### config.mk
export PLATFORM = sky130hd
export DESIGN_NAME = boa_extmem_cache_flat
export DESIGN_NICKNAME = d
export VERILOG_FILES = /design/src/rtl/boa_mem_bus_if.sv /design/src/rtl/boa_extmem_cache.sv /design/src/flat_wrapper.sv
export SDC_FILE = /design/constraint.sdc
export NUM_CORES = 1
export LEC_CHECK = 0
export CAP_MARGIN = 20
export CORE_UTILIZATION = 50
export CTS_CLUSTER_DIAMETER = 50
export CTS_CLUSTER_SIZE = 25
export DETAILED_ROUTE_END_ITERATION = 8
export DONT_BUFFER_PORTS = 1
export SLEW_MARGIN = 20
export SYNTH_ARGS = -nofsm -noshare
export SYNTH_HDL_FRONTEND = slang
export SYNTH_SLANG_ARGS = --single-unit
### constraint.sdc
create_clock -name clk -period 4.9 [get_ports clk]
set_input_delay 0.245 -clock clk [delete_from_list [all_inputs] [get_ports clk]]
set_output_delay 0.245 -clock clk [all_outputs]
set_load 0.05 [all_outputs]
### src/rtl/boa_mem_bus_if.sv
// boa_mem_bus: word-wide request/ready memory bus shared by the CPU, the
// external-memory cache and the SRAM controller.
//   re     read request
//   we     byte write enables (any bit set = write request)
//   addr   byte address
//   wdata  write data
//   rdata  read data, valid only in the completing cycle
//   ready  slave idle / completion strobe
// The CPU modport is the requesting side; the MEM modport is the responding side.
interface boa_mem_bus #(
  parameter int alen = 16
);
  logic            re;
  logic [3:0]      we;
  logic [alen-1:0] addr;
  logic [31:0]     wdata;
  logic [31:0]     rdata;
  logic            ready;

  modport CPU (output re, we, addr, wdata, input rdata, ready);
  modport MEM (input re, we, addr, wdata, output rdata, ready);
endinterface

### src/rtl/boa_extmem_cache.sv
// boa_extmem_cache: direct-mapped, write-through, no-write-allocate cache of
// 32-bit words in front of the byte-wide external SRAM controller. Read hits
// complete one cycle after acceptance; read misses fill one line from the
// controller; every write is forwarded downstream and patches a cached copy.
// Ports:
//   clk, rst    clock, asynchronous active-high reset
//   cpu         upstream bus (this block is the responder)
//   mem         downstream bus to the SRAM controller (this block requests)
//   flush       one-cycle pulse, invalidates every line
//   hit_count   completed read hits (wrapping)
//   miss_count  completed read misses (wrapping)
module boa_extmem_cache #(
  parameter int alen  = 16,
  parameter int lines = 16
) (
  input  logic        clk,
  input  logic        rst,
  boa_mem_bus.MEM     cpu,
  boa_mem_bus.CPU     mem,
  input  logic        flush,
  output logic [31:0] hit_count,
  output logic [31:0] miss_count
);
  localparam int IW = $clog2(lines);
  localparam int TW = alen - 2 - IW;

  // WR_ISSUE is the cycle the write is presented downstream; WR_WAIT waits
  // for its completion. Splitting them keeps a controller that idles with
  // ready=1 from being mistaken for a completion in the issue cycle.
  typedef enum logic [2:0] {
    S_IDLE,
    S_LOOKUP,
    S_FILL,
    S_WR_ISSUE,
    S_WR_WAIT
  } state_t;

  state_t state, state_nxt;

  logic [lines-1:0] valid;
  logic [TW-1:0]    tag_mem  [lines];
  logic [31:0]      data_mem [lines];

  logic [alen-1:0]  addr_q;
  logic [3:0]       we_q;
  logic [31:0]      wdata_q;
  logic             flush_pending;

  logic [IW-1:0]    idx_q, idx_in;
  logic [TW-1:0]    tag_q, tag_in;
  logic             lookup_hit;

  logic             cpu_ready;
  logic             mem_re;
  logic [3:0]       mem_we;
  logic             fill_done;
  logic             hit_evt;
  logic             flush_do;

  logic             acc_wr, acc_rd;
  logic             same_line;
  logic             wr_hit;
  logic [31:0]      wr_base;

  function automatic logic [31:0] byte_merge(input logic [31:0] old_w,
                                             input logic [31:0] new_w,
                                             input logic [3:0]  be);
    logic [31:0] r;
    r = old_w;
    for (int b = 0; b < 4; b++) begin
      if (be[b]) r[8*b +: 8] = new_w[8*b +: 8];
    end
    return r;
  endfunction

  assign idx_q  = addr_q[2 +: IW];
  assign tag_q  = addr_q[alen-1 -: TW];
  assign idx_in = cpu.addr[2 +: IW];
  assign tag_in = cpu.addr[alen-1 -: TW];

  assign lookup_hit = valid[idx_q] && (tag_mem[idx_q] == tag_q);

  // Any cycle with cpu.ready=1 is a slave-idle cycle, so a request present
  // then is accepted. A request with both re and we set is a write.
  assign acc_wr = cpu_ready && (cpu.we != 4'b0000);
  assign acc_rd = cpu_ready && (cpu.we == 4'b0000) && cpu.re;

  // A write accepted in the fill completion cycle must see the line being
  // installed, not the stale one, or the fill would overwrite the patch.
  assign same_line = fill_done && (idx_in == idx_q);
  assign wr_hit    = acc_wr && (same_line ? (tag_in == tag_q)
                                          : (valid[idx_in] && (tag_mem[idx_in] == tag_in)));
  assign wr_base   = same_line ? mem.rdata : data_mem[idx_in];

  always_comb begin
    state_nxt = state;
    cpu_ready = 1'b0;
    mem_re    = 1'b0;
    mem_we    = 4'b0000;
    fill_done = 1'b0;
    hit_evt   = 1'b0;
    flush_do  = 1'b0;
    case (state)
      S_IDLE: begin
        cpu_ready = 1'b1;
        flush_do  = flush_pending;
      end
      S_LOOKUP: begin
        if (lookup_hit) begin
          cpu_ready = 1'b1;
          hit_evt   = 1'b1;
          flush_do  = flush_pending;
        end else begin
          mem_re    = 1'b1;
          state_nxt = S_FILL;
        end
      end
      S_FILL: begin
        // Dropping re in the completion cycle keeps the controller from
        // seeing a second, back-to-back read.
        if (mem.ready) begin
          cpu_ready = 1'b1;
          fill_done = 1'b1;
        end else begin
          mem_re = 1'b1;
        end
      end
      S_WR_ISSUE: begin
        mem_we    = we_q;
        state_nxt = S_WR_WAIT;
      end
      S_WR_WAIT: begin
        if (mem.ready) cpu_ready = 1'b1;
        else           mem_we    = we_q;
      end
      default: state_nxt = S_IDLE;
    endcase
    if (cpu_ready) begin
      if (acc_wr)      state_nxt = S_WR_ISSUE;
      else if (acc_rd) state_nxt = S_LOOKUP;
      else             state_nxt = S_IDLE;
    end
  end

  assign cpu.ready = cpu_ready;
  assign cpu.rdata = (state == S_FILL) ? mem.rdata : data_mem[idx_q];
  assign mem.re    = mem_re;
  assign mem.we    = mem_we;
  assign mem.addr  = addr_q;
  assign mem.wdata = wdata_q;

  always_ff @(posedge clk or posedge rst) begin
    if (rst) begin
      state         <= S_IDLE;
      valid         <= '0;
      flush_pending <= 1'b0;
      hit_count     <= 32'd0;
      miss_count    <= 32'd0;
    end else begin
      state         <= state_nxt;
      flush_pending <= flush | (flush_pending & ~flush_do);
      if (flush_do)       valid         <= '0;
      else if (fill_done) valid[idx_q]  <= 1'b1;
      if (hit_evt)   hit_count  <= hit_count + 32'd1;
      if (fill_done) miss_count <= miss_count + 32'd1;
    end
  end

  // Request registers, tags and line data carry no reset; valid bits gate them.
  always_ff @(posedge clk) begin
    if (acc_wr || acc_rd) begin
      addr_q  <= cpu.addr;
      we_q    <= cpu.we;
      wdata_q <= cpu.wdata;
    end
    if (fill_done) begin
      tag_mem[idx_q]  <= tag_q;
      data_mem[idx_q] <= mem.rdata;
    end
    if (wr_hit) data_mem[idx_in] <= byte_merge(wr_base, cpu.wdata, cpu.we);
  end

endmodule
### src/flat_wrapper.sv
// flat-port wrapper written by rule: the top's interface ports become plain ports
module boa_extmem_cache_flat 
#(
  parameter int alen  = 16,
  parameter int lines = 16
)
  (clk, rst, flush, hit_count, miss_count, cpu_re, cpu_we, cpu_addr, cpu_wdata, cpu_rdata, cpu_ready, mem_re, mem_we, mem_addr, mem_wdata, mem_rdata, mem_ready);
  boa_mem_bus #(.alen(alen)) cpu_i ();
  boa_mem_bus #(.alen(alen)) mem_i ();
  input  logic clk;
  input  logic rst;
  input  logic flush;
  output logic [31:0] hit_count;
  output logic [31:0] miss_count;
  input wire logic [$bits(cpu_i.re)-1:0] cpu_re;
  input wire logic [$bits(cpu_i.we)-1:0] cpu_we;
  input wire logic [$bits(cpu_i.addr)-1:0] cpu_addr;
  input wire logic [$bits(cpu_i.wdata)-1:0] cpu_wdata;
  output wire logic [$bits(cpu_i.rdata)-1:0] cpu_rdata;
  output wire logic [$bits(cpu_i.ready)-1:0] cpu_ready;
  output wire logic [$bits(mem_i.re)-1:0] mem_re;
  output wire logic [$bits(mem_i.we)-1:0] mem_we;
  output wire logic [$bits(mem_i.addr)-1:0] mem_addr;
  output wire logic [$bits(mem_i.wdata)-1:0] mem_wdata;
  input wire logic [$bits(mem_i.rdata)-1:0] mem_rdata;
  input wire logic [$bits(mem_i.ready)-1:0] mem_ready;
  assign cpu_i.re = cpu_re;
  assign cpu_i.we = cpu_we;
  assign cpu_i.addr = cpu_addr;
  assign cpu_i.wdata = cpu_wdata;
  assign cpu_rdata = cpu_i.rdata;
  assign cpu_ready = cpu_i.ready;
  assign mem_re = mem_i.re;
  assign mem_we = mem_i.we;
  assign mem_addr = mem_i.addr;
  assign mem_wdata = mem_i.wdata;
  assign mem_i.rdata = mem_rdata;
  assign mem_i.ready = mem_ready;
  boa_extmem_cache #(.alen(alen), .lines(lines)) u_core (.clk(clk), .rst(rst), .cpu(cpu_i), .mem(mem_i), .flush(flush), .hit_count(hit_count), .miss_count(miss_count));
endmodule
After elaboration in Yosys (flattened, before gate mapping)
Memory sizes are Yosys's and may differ from the RTL's. A register that Yosys moved wholly into a read port is not among the register bits.
Cells that the tools add are included.
{"block": "op_classes", "add_sub_neg": 2, "order_cmp": 3, "n_eq_ne": 15, "muxes": 42, "bitwise_logic": 7, "n_reduce_logical": 20}
{"cell": "$add 32x1->32 const B", "count": 2}
{"cell": "$mux 32", "count": 2}
{"cell": "$mux 8", "count": 8}
{"cell": "$mux 16", "count": 2}
{"cell": "$eq 10x10->1", "count": 3}
{"cell": "$mux 1", "count": 16}
{"cell": "$or 16x16->16", "count": 1}
{"cell": "$ne 3x3->1 const B", "count": 5}
{"cell": "$mux 4", "count": 3}
{"cell": "$lt 4x5->1 const B", "count": 2}
{"cell": "$reduce_and 2->1", "count": 5}
{"cell": "$mux 3", "count": 3}
{"cell": "$pmux 3 s3", "count": 1}
{"cell": "$bmux 1 s4", "count": 2}
{"cell": "$eq 4x4->1", "count": 2}
{"cell": "$logic_and 1x1->1", "count": 8}
{"cell": "$pmux 4 s2", "count": 1}
{"cell": "$eq 3x2->1 const B", "count": 2}
{"cell": "$demux 1 s4", "count": 1}
{"cell": "$ge 4x1->1 const B", "count": 1}
{"cell": "$logic_not 4->1", "count": 1}
{"cell": "$pmux 1 s2", "count": 2}
{"cell": "$reduce_bool 4->1", "count": 1}
{"cell": "$and 1x1->1", "count": 3}
{"cell": "other kinds (11)", "count": 12}
{"block": "word_totals", "regBits": 136, "ramBits": 672, "out_inout_bits": 150, "mem_count": 2}
{"memory": "u_core.data_mem", "words": 16, "word_bits": 32, "read_ports": 1, "rd_ports_with_merged_regs": 1, "write_ports": 2, "line": "boa_extmem_cache.sv:42", "source": "logic [31:0] data_mem [lines];"}
{"memory": "u_core.tag_mem", "words": 16, "word_bits": 10, "read_ports": 2, "rd_ports_with_merged_regs": 1, "write_ports": 1, "line": "boa_extmem_cache.sv:41", "source": "logic [TW-1:0] tag_mem [lines];"}

Longest topological paths before layout
Gate-level depths: netlist of the first run.
{"block": "logic_depth", "depth_word": 12, "mapped_depth": 15, "ltp_nobuf": 9}

Worst setup path before layout of the first run
No wires, ideal clock.
{"block": "synth_path", "path_type": "register to register", "startpoint": "register (tool-made name)", "endpoint": "register (tool-made name)", "setup_time_ns": 0.123, "t_arrival_ns": 4.087, "t_required_ns": 4.777, "slack_ns": 0.690, "stages_incl_launch_ff": 13, "path_cell_list": "dfxtp_1 clkbuf_1 buf_2 mux4_2 mux2i_1 xor2_1 nor2_1 a211o_1 nor4b_2 a21o_2 buf_6 o21a_1 mux2_2"}

==> qor.txt, run 1 <==
total power: 23.50 mW
Tcrit/Tclk final: 0.9313
Crit Path Class: flip-flop to primary output
initial antenna violation count: 2
standard-cell rows: 106
crit path time final: 4563 ps
Layout area overhead: 13.08%
GRT overflow: 0
Initial Util: 0.5080
TritonCTS clock tree: done
most frequent cells in the layout: edfxtp_1, mux2_2, mux4_2, buf_4, clkbuf_16
Cell Pwr Density: 485.7 mW/mm^2
post-synth cell types: 72
Setup Viol. Count Final: 0
drt pass-1 iters: 6
Pleak: 17.02 nW
multiplexer area fraction after synthesis: 0.2889
Max Clk Rate: 0.2191 GHz
nets@finish: 2772
Detailed Route Iter0 Violations: 2027
synthesized-area fraction occupied by adder cells: 0.0005849
GRT Util Overall: 0.2794
Post-synth ARST share: 0.1034
Place WS: 529.4 ps
number of port buffers: 0
vias: 24994
clk_skew: 36.18 ps
DRC: 0
worst setup margin: 336.6 ps
worst path arrival time: 4320 ps
max cap viols: 0
Post-synth EDFFs: 724
setup tns final: 0 ps
R2R Setup Slk: 470 ps
fillers: 6530
CTS buffer count: 99
final wirelength: 120800 um
layout cells sized above 1: 0.4231
Hold Vio Cnt, Final: 0
simple-gate share of the synthesized area: 0.07466
pin count of the biggest net entering global routing: 85
core area: 0.08422 sq mm
chip height: 294.5 um
Critical Path Source Type: flip-flop
Cell Count, Final, Fillers Out: 3902
ys flop type: edfxtp_1
Netlist Area Pre-Place: 0.04278 sq mm
Worst Setup End Kind: primary output
vias in the first global route: 25372
Setup Buffers After CTS: 0
post-synthesis xor/xnor area fraction: 0.02027
clock root cell: clkbuf_16
# clock sinks: 812
Compound-Gate Fraction of Synth Area: 0.02486
Yosys reg bits: 812
placed insts: 3622
global-route wire length before repair: 175700 um
most common cell after layout, fill and taps aside: edfxtp_1
worst min-delay path class: primary input to flip-flop
clock buffer depth: 3
worst slew pin tran: 1188 ps
largest family of logic cells by synthesized area: multiplexers
H-tree lvl count: 3
syn nets: 2659
gpl congestion: 0.8649
slew margin rel.: 0.2050
Final HPWL DP: 76780 um
Routed wire per std cell: 30.95 um
worst hold slack: 30.44 ps
DR vias/cell: 6.405
Ys Warns: 0
Final Slew Violations: 0
Synth Area per Inst: 16.66 sq um
DIE WIDTH: 294.5 um
Worst-path clk slew: 60 ps
status: complete, no violations
Routed Antenna Nets: 0
Seq/Total Area, Yosys: 0.5591
Peak VDD IR: 0.4245 mV
Data required, critical path: 4660 ps
die area: 0.08674 sq mm
Cells after Synth: 2568
RSZ-0062 raised after global routing: false
crit path max fanout: 33
worst-skew pair later-pin latency: 670 ps
I/O pins: 239
==> worst max-delay path: stages, from the launching register on <==
cell and delay (ps):
dfxtp_4 620, buf_4 320, buf_4 600, buf_6 520, mux4_2 590, mux4_2 560, mux2_2 420
==> flip-flops by register name, indices dropped and copies added, names as in the netlist, named ones only <==
register,cells
u_core.hit_count,32
u_core.tag_mem,160
u_core.data_mem,512
u_core.flush_pending,1
u_core.miss_count,32
u_core.we_q,4
u_core.valid,16
u_core.state,3
u_core.mem.wdata,32
u_core.mem.addr,16
==> cells by family (layout without fill, tap and decap cells) <==
group,count (synthesis),in the layout
AO/OA/AOI/OAI,159,159
XOR/XNOR,99,99
adder cells (fa/ha/maj),2,2
buffers and inverters,237,434
flip-flops,812,812
multiplexers,850,850
other,0,3
AND/OR/NAND/NOR,409,409
==> final timing paths <==
path | from | end | cells after the start
worst min register to register | u_core.flush_pending | u_core.flush_pending | 1
max in group asynchronous | rst | u_core.valid[4] | 3
worst max register to register | flip-flop | u_core.data_mem[12][11] | 13
worst max-delay path | flip-flop | cpu_rdata[0] | 6
worst min-delay path | cpu_we[1] | u_core.data_mem[13][10] | 2
min in group asynchronous | rst | u_core.hit_count[21] | 3
==> power by group <==
part           switching [mW]  internal [mW]  leakage [nW]
clock                    3.25           4.23          1.62
sequential              0.810           8.15          7.72
combinational            4.29           2.78          7.67
==> synthesized netlist by cell type, types with 4 or more instances <==
master | count | area, sq um
a21oi_1 | 9 | 45.04
buf_2 | 23 | 115.1
a22oi_1 | 4 | 30.03
nor2b_1 | 11 | 68.82
xnor2_1 | 56 | 490.5
inv_1 | 32 | 120.1
clkbuf_1 | 95 | 356.6
o22ai_1 | 14 | 87.58
nand4_2 | 4 | 50.05
nor3_1 | 22 | 110.1
buf_6 | 8 | 90.09
mux2i_1 | 54 | 540.5
edfxtp_1 | 724 | 21740
nand4_4 | 60 | 1276
nand2_1 | 57 | 214.0
nor2_1 | 55 | 206.5
and2_1 | 15 | 93.84
nand3_1 | 37 | 185.2
nor4_1 | 10 | 62.56
buf_1 | 19 | 71.32
xor2_1 | 43 | 376.6
dfrtp_1 | 84 | 2102
buf_12 | 8 | 160.2
nor3b_1 | 9 | 67.56
a221oi_1 | 7 | 61.31
and4_1 | 10 | 87.58
dfxtp_1 | 4 | 80.08
buf_4 | 15 | 112.6
mux4_1 | 9 | 236.5
nand2b_1 | 23 | 143.9
dlygate4sd1_1 | 32 | 280.3
and3_1 | 17 | 106.4
mux2_4 | 88 | 1321
clkbuf_4 | 4 | 30.03
nand4_1 | 63 | 394.1
o21ai_0 | 59 | 295.3
mux2_1 | 9 | 101.4
mux2_2 | 478 | 5383
o2bb2ai_1 | 17 | 148.9
o21a_1 | 19 | 142.6
mux4_2 | 210 | 4730
==> what timing repair did <==
item / CTS / global route
hold buffers: 91 / 0
resized for setup: 0 / 1
hold endpoints to repair: 656 / 0
setup endpoints to repair: 0 / 9
==> per-layer routing <==
layer / GRT usage / wire [um] / share of wire
met1: 0.3736 / 48840 / 0.40
met2: 0.4574 / 58950 / 0.49
met3: 0.05512 / 9024 / 0.075
met4: 0.09273 / 3968 / 0.033
met5: 0 / 0 / 0
==> stage by stage <==
| step | area [sq um] | util |
|---|---|---|
| finish | 48380 | 0.5745 |
| CTS | 48360 | 0.5742 |
| global placement | 44080 | 0.5234 |
| detailed placement | 44080 | 0.5234 |
| floorplan | 42780 | - |
| global route | 48380 | 0.5744 |
==> final cells by class <==
cell class / instances / area, sq um / share of cell area
Antenna cell: 3 / 7.507 / 0.0001552
Tap cell: 1134 / 1419 / 0.02933
Clock inverter: 80 / 859.6 / 0.01777
Multi-Input combinational cell: 1519 / 17580 / 0.3633
Inverter: 32 / 121.4 / 0.002509
Clock buffer: 105 / 2500 / 0.05167
Sequential cell: 812 / 23940 / 0.4947
Timing Repair Buffer: 217 / 1962 / 0.04055
(Power assumes the default switching activity.)
==> run 2, diff against run 1 <==
HOLD_SLACK_MARGIN = 0.06   (was unset)
==> run 2 against run 1 <==
Against the previous run: worst hold slack better by 57 ps; global-route usage up 0.051 points; critical path depth unchanged; flip-flop and latch count unchanged; combinational power up 0.6%; largest cell class unchanged; clock-buffer cell count unchanged; non-clock buffer count up 2; maximum frequency down 0.23%.
==> qor.txt, run 2 (synthesis results as in run 1) <==
Routed wire per std cell: 31.01 um
clock buffer depth: 3
clk_skew: 37.15 ps
Worst Setup End Kind: primary output
Crit Path Class: flip-flop to primary output
die area: 0.08674 sq mm
gpl congestion: 0.8649
hold path start: cpu_we[1]
reg2reg end: u_core.data_mem[6][15]
Regs by FF count: u_core.data_mem (512), u_core.tag_mem (160)
core area: 0.08422 sq mm
Final Slew Violations: 0
placed insts: 3622
number of port buffers: 0
crit path max fanout: 33
I/O pins: 239
status: complete, no violations
total power: 23.53 mW
layout cells sized above 1: 0.4239
Cell Pwr Density: 485.9 mW/mm^2
hold endpoint: u_core.data_mem[15][15]
cells on worst reg2reg path: 13
final wirelength: 121100 um
Initial Util: 0.5080
Final HPWL DP: 76780 um
Detailed Route Iter0 Violations: 2289
standard-cell rows: 106
fillers: 6521
worst min-delay path class: primary input to flip-flop
Data required, critical path: 4660 ps
hold depth: 2
worst slew pin tran: 1207 ps
drt pass-1 iters: 7
worst setup margin: 325.9 ps
slowest CP cell: dfxtp_4
Peak VDD IR: 0.4857 mV
Biggest register: u_core.data_mem
Layout area overhead: 13.20%
max cap viols: 0
most common cell after layout, fill and taps aside: edfxtp_1
TritonCTS clock tree: done
initial antenna violation count: 6
slew margin rel.: 0.1923
vias in the first global route: 25354
CP top delay family: multiplexers
GRT Util Overall: 0.2799
clock root cell: clkbuf_16
Cell Count, Final, Fillers Out: 3905
Setup Buffers After CTS: 0
setup tns final: 0 ps
R2R Setup Slk: 480 ps
Critical Path Source Type: flip-flop
crit path time final: 4574 ps
DIE WIDTH: 294.5 um
H-tree lvl count: 3
# clock sinks: 812
CTS buffer count: 99
DRC: 0
Pleak: 17.04 nW
most frequent cells in the layout: edfxtp_1, mux2_2, mux4_2, buf_4, clkbuf_16
nets@finish: 2774
DR vias/cell: 6.432
Setup Viol. Count Final: 0
GRT overflow: 0
Hold Vio Cnt, Final: 0
max reg flops: 512
Worst-path clk slew: 60 ps
Crit path buffers/inverters: 3
Max Clk Rate: 0.2186 GHz
Tcrit/Tclk final: 0.9335
RSZ-0062 raised after global routing: false
slowest stage delay, CP: 620 ps
worst path arrival time: 4330 ps
pin count of the biggest net entering global routing: 85
Place WS: 529.4 ps
global-route wire length before repair: 175900 um
vias: 25116
chip height: 294.5 um
Routed Antenna Nets: 0
worst-skew pair later-pin latency: 670 ps
CP cell instances: buf_4, buf_4, buf_6, mux4_2, mux4_2, mux2_2
==> run 2: power by group <==
group	internal, mW	switching, mW
Clock	4.23	3.25
Sequential	8.15	0.809
Combinational	2.79	4.31
Total	15.2	8.37
==> run 2: per-stage QoR <==
| step | cell area (sq um) | hold slack, ps | utilization |
|---|---|---|---|
| floorplan | 42780 | 337.3 | - |
| global placement | 44080 | 339.7 | 0.5234 |
| detailed placement | 44080 | 341.4 | 0.5234 |
| CTS | 48410 | 61.75 | 0.5748 |
| global route | 48430 | 74.72 | 0.5750 |
| finish | 48430 | 87.12 | 0.5751 |
==> run 2: worst max-delay path by stage <==
stage,startpoint,endpoint,slack (ps),cells after the start
CTS,flip-flop,cpu_rdata[9],4,6
finish,flip-flop,cpu_rdata[0],330,6
floorplan,flip-flop,flip-flop,690,12
detailed placement,flip-flop,u_core.data_mem[15][16],530,12
global placement,flip-flop,u_core.data_mem[7][26],300,11
global route,flip-flop,cpu_rdata[0],100,6
==> run 2: repair_timing <==
| action | CTS | global route |
|---|---|---|
| endpoints found under the hold margin | 658 | 0 |
| resized for setup | 0 | 1 |
| hold buffers | 93 | 0 |
| setup endpoints to repair | 0 | 9 |
==> run 2: final cells by class <==
class | instances | area, sq um | share of cell area
timing repair buffer | 219 | 2012 | 0.04154
multi-input combinational | 1519 | 17580 | 0.3629
inverter | 32 | 121.4 | 0.002506
tap | 1134 | 1419 | 0.02930
antenna | 4 | 10.01 | 0.0002067
clock inverter | 80 | 859.6 | 0.01775
clock buffer | 105 | 2500 | 0.05162
sequential | 812 | 23940 | 0.4942
==> run 2: metal layers <==
metal  global-route usage  up-vias  wire length (um)
li1                     -    10647                 -
met1               0.3758    13218             49360
met2               0.4573     1021             59180
met3              0.05407      226              8459
met4              0.09311        4              4083
met5                    0        -                27
